### src/rtl/reg_file_cc.sv
// reg_file_cc: eight 16-bit general-purpose registers, NZP condition codes and
// the branch-enable flag for an LC-3 style datapath.
//
// Register fields are decoded from IR. SR1OUT, SR2OUT, IMME and SR2MUX_SEL are
// combinational. Write-back data and condition codes come from BUS on the
// rising edge of Clk.
//
// Optional build macro REG_BYPASS_EN:
//   - Defined: a read port whose address matches DR while LD_REG=1 returns
//     BUS in the same cycle (write-through).
//   - Undefined: reads always return registered contents.
//
// Control: LD_REG, LD_CC and LD_BEN are plain single-cycle load strobes from
// the control FSM. There is no valid/ready handshake. A strobe that is high at
// a rising edge takes effect at that edge. When a strobe is low, its state holds.
module reg_file_cc #(
  parameter int WIDTH = 16
) (
  input  logic             Clk,
  input  logic             Reset,
  input  logic [WIDTH-1:0] BUS,
  input  logic [WIDTH-1:0] IR,
  input  logic             LD_REG,
  input  logic             LD_CC,
  input  logic             LD_BEN,
  input  logic             DRMUX,
  input  logic             SR1MUX,
  output logic [WIDTH-1:0] SR1OUT,
  output logic [WIDTH-1:0] SR2OUT,
  output logic [WIDTH-1:0] IMME,
  output logic             SR2MUX_SEL,
  output logic             N,
  output logic             Z,
  output logic             P,
  output logic             BEN
);

  logic [WIDTH-1:0] regs [8];
  logic [2:0]       dr;
  logic [2:0]       sr1;
  logic [2:0]       sr2;
  logic             n_new;
  logic             z_new;
  logic             p_new;
  logic             ben_new;

  // Decode register addresses from IR and the two address muxes.
  always_comb begin
    dr  = DRMUX  ? 3'b111    : IR[11:9];
    sr1 = SR1MUX ? IR[8:6]   : IR[11:9];
    sr2 = IR[2:0];
  end

  // Next condition codes from BUS. Exactly one of N, Z and P is set.
  always_comb begin
    n_new = BUS[WIDTH-1];
    z_new = (BUS == '0);
    p_new = ~n_new & ~z_new;
  end

  // Branch enable is computed from the NZP held before the edge, so a
  // simultaneous CC load is not yet visible to it.
  always_comb begin
    ben_new = (IR[11] & N) | (IR[10] & Z) | (IR[9] & P);
  end

  // Register storage. Only the destination register changes on a write.
  always_ff @(posedge Clk or posedge Reset) begin
    if (Reset) begin
      for (int i = 0; i < 8; i++) regs[i] <= '0;
    end else if (LD_REG) begin
      regs[dr] <= BUS;
    end
  end

  // Condition-code flops.
  always_ff @(posedge Clk or posedge Reset) begin
    if (Reset) begin
      N <= 1'b0;
      Z <= 1'b0;
      P <= 1'b0;
    end else if (LD_CC) begin
      N <= n_new;
      Z <= z_new;
      P <= p_new;
    end
  end

  // Branch-enable flop.
  always_ff @(posedge Clk or posedge Reset) begin
    if (Reset) begin
      BEN <= 1'b0;
    end else if (LD_BEN) begin
      BEN <= ben_new;
    end
  end

  // Read ports, with optional same-cycle write-through from BUS.
  always_comb begin
    SR1OUT = regs[sr1];
    SR2OUT = regs[sr2];
`ifdef REG_BYPASS_EN
    if (LD_REG && (sr1 == dr)) SR1OUT = BUS;
    if (LD_REG && (sr2 == dr)) SR2OUT = BUS;
`endif
  end

  // Immediate sign extension and the ALU operand-B select.
  always_comb begin
    IMME       = {{(WIDTH-5){IR[4]}}, IR[4:0]};
    SR2MUX_SEL = IR[5];
  end

endmodule

### config.mk
export PLATFORM = sky130hd
export DESIGN_NAME = reg_file_cc
export DESIGN_NICKNAME = d
export VERILOG_FILES = /design/src/rtl/reg_file_cc.sv
export SDC_FILE = /design/constraint.sdc
export NUM_CORES = 1
export LEC_CHECK = 0
export ABC_CLOCK_PERIOD_IN_PS = 4300
export CAP_MARGIN = 20
export CORE_UTILIZATION = 25
export DETAILED_ROUTE_END_ITERATION = 16
export RECOVER_POWER = 50
export SYNTH_ARGS = -nofsm -noshare
export SYNTH_HDL_FRONTEND = slang
export SYNTH_SLANG_ARGS = --single-unit
### constraint.sdc
create_clock -name Clk -period 4.3 [get_ports Clk]
set_input_delay 0.645 -clock Clk [delete_from_list [all_inputs] [get_ports Clk]]
set_output_delay 0.645 -clock Clk [all_outputs]
set_load 0.005 [all_outputs]
==> flow_summary_export.csv <==
group,metric,value,unit
routing,drt-total-wl,21600,um
clock_network,postCtsSetupBuffers,0,
worst_setup_path,cp.required,3650,ps
final_layout,fillCellCount,2966,
final_layout,multi_input_area,3790,sq um
worst_setup_path,arrival,3310,ps
hold_path,worstHoldPathCells,1,
routing,drt_first_pass_iters,5,
yosys,synth_top_family_by_area,"multiplexers",
clock_network,cts_made_buffers,17,
yosys,synthXorXnorAreaFrac,0,
placement,hpwl,13600,um
global_route,grt_max_degree,63,
routing,viasPerCell,5.01,
clock_network,cts_buffer_depth,2,
timing,timing.final.crit_share,0.919,
final_layout,regArea,3300,sq um
worst_setup_path,endpoint_kind,"output port",
yosys,synth_top_cells_by_area,"dfrtp_1, mux2_2, mux4_2",
outcome,failed_checks,"capacitance limit, slew limit",
timing,finalSetupViolations,0,
clock_network,path_clk_slew,50,ps
floorplanning,die_width,175,um
clock_network,insertion_delay,420,ps
clock_network,tritoncts,"built",
routing,drc,0,
global_route,grt_pass1_vias,5284,
yosys,yosys_warnings,0,
timing,relSlewSlack,-0.896,
yosys,synth_adder_area_share,0,
clock_network,hold_buffers,0,
final_layout,post-route-util,0.315,
yosys,synth_compound_area_frac,0.0878,
final_layout,syn2layout_area_growth,22.3,%
worst_setup_path,r2r_cells,2,
yosys,synth_area,7470,sq um
routing,vias,5374,
clock_network,cts-htree-levels,4,
yosys,synth-simple-area-share,0.0853,
yosys,ys_ff_latch,132,
floorplanning,num_rows,62,
final_layout,drive_gt1_frac,0.369,
timing,hold_slack,519,ps
yosys,synth.avg_cell_area,12.0,sq um
floorplanning,initial_core_util,0.257,
routing,wl_per_cell,20.1,um
yosys,synthCells,622,
timing,max_freq,0.253,GHz
floorplanning,die_y,175,um
flow_run,maxCapViolations,1,
timing,tns,0,ps
clock_network,cts.sinks,132,
timing,max_slew.worst_pin.slew,2830,ps
clock_network,root_buffer,"clkbuf_16",
timing,clock_skew,2.79,ps
timing,drv_slew,63,
timing,finalHoldViolCount,0,
outcome,status,"complete, but fails checks",
worst_setup_path,crit_path_start_kind,"input pin",
floorplanning,core_area,29000,sq um
pwr,leakage,0.00363,uW
hold_path,worstHoldPathType,"reg -> reg",
timing,rsz0062_at_grt,"no",
routing,drtIter0Drc,435,
yosys,syn_nets,661,
global_route,grt_pass1_wl,33000,um
floorplanning,pin_count,92,
yosys,ys_seq_area_frac,0.442,
yosys,yosysTopAreaCell,"dfrtp_1",
worst_setup_path,path_class,"in -> out",
final_layout,antenna_cells,0,
pwr,ir_worst_vdd,292,uV
worst_setup_path,worstPathMaxFanout,42,
placement,gp_congestion,0.773,
yosys,synth_top_area_frac,0.442,
routing,ant_nets,0,
global_route,grt-ovfl-total,0,
pwr,powerDensity,463,nW/um^2
yosys,yosys-mux-area-fraction,0.334,
final_layout,nets,715,
global_route,grtUsageTotal,0.146,
clock_network,ctsResizeCount,0,
global_route,antenna_found_initial,0,
timing,period_needed,3950,ps
yosys,synth.distinct_cells,39,
floorplanning,fp.dieArea,30600,sq um
placement,io_buffers,70,
==> stage by stage <==
step	std cells	setup WS, ps	area [sq um]	total power, uW
floorplan	622	129	7470	2380
global placement	1041	346	8560	2780
detailed placement	1041	357	8560	2800
CTS	1073	339	9150	4280
global route	1073	222	9130	4450
finish	1073	346	9130	4230
==> worst paths after layout <==
| check | endpoint | start | slack [ps] |
|---|---|---|---|
| min in group asynchronous | regs[117] | Reset | 1480 |
| worst min register to register | regs[96] | regs[96] | 520 |
| max in group asynchronous | regs[108] | Reset | 810 |
| worst min-delay path | regs[96] | regs[96] | 520 |
| worst max register to register | BEN | N | 3320 |
| worst max-delay path | SR1OUT[14] | SR1MUX | 350 |
==> registers in the layout, summed over array words and instances (netlist names) <==
register,flops
Z,1
BEN,1
P,1
regs,128
N,1
==> where the power goes <==
| part | internal [uW] | total (uW) | switching, uW |
|---|---|---|---|
| Combinational | 633 | 1040 | 410 |
| Clock | 912 | 1460 | 553 |
| Sequential | 1520 | 1730 | 208 |
| Total | 3060 | 4230 | 1170 |
==> Yosys cell counts (all sizes together) <==
master  number
nand2b       2
nand2       74
nor4b        1
a221oi       1
o22ai        1
o31ai        1
dfrtp      132
a211oi       1
mux2i        4
a21oi       30
buf         52
o22a         1
nor4         5
mux4        34
and3         1
nor2        49
o211ai      14
nand4b       1
or2          1
nor2b        1
o21ai       17
a311o       14
a222oi       1
mux2       149
nand3        2
inv          2
nand3b       2
o221ai      14
clkbuf      14
and4         1
==> cell type report <==
cell class / count / area share
multi-input combinational: 422 / 0.415
clock inverter: 12 / 0.0169
clock buffer: 20 / 0.0478
inverter: 2 / 0.000959
timing repair buffer: 101 / 0.105
tap: 384 / 0.0526
sequential: 132 / 0.362
==> placed cells by master, fill, tap and decap left out, types with 4 or more instances in the layout <==
cell type        count
mux2_2             145
dfrtp_1            132
nand2_1             74
clkdlybuf4s50_1     60
nor2_1              39
mux4_2              34
a21oi_1             30
buf_4               22
clkbuf_16           17
o211ai_1            14
o221ai_1            14
a311o_1             14
o21ai_1             13
nor2_2              10
dlygate4sd3_1        8
clkbuf_1             7
o21ai_0              4
nor4_1               4
buf_12               4
==> metal layers <==
metal | up-vias | GRT usage | routed length (um)
met2 | 189 | 0.212 | 9690
met4 | 0 | 0.0478 | 306
met1 | 2757 | 0.210 | 10100
met5 | - | 0 | 0
li1 | 2407 | - | -
met3 | 21 | 0.0363 | 1500
==> kinds of logic (layout without fill, tap and decap cells) <==
logic type / count (synthesis) / count (layout)
multiplexers: 187 / 187
AND/OR/NAND/NOR: 140 / 140
flip-flops: 132 / 132
AO/OA/AOI/OAI: 95 / 95
buffers and inverters: 68 / 135
==> worst max-delay path: stages <==
cell and delay (ps):
clkdlybuf4s50_1 660, mux2_4 660, mux4_2 570, mux2_2 300, clkdlybuf4s50_1 450
Note: power is estimated with default switching activity, not from simulation.
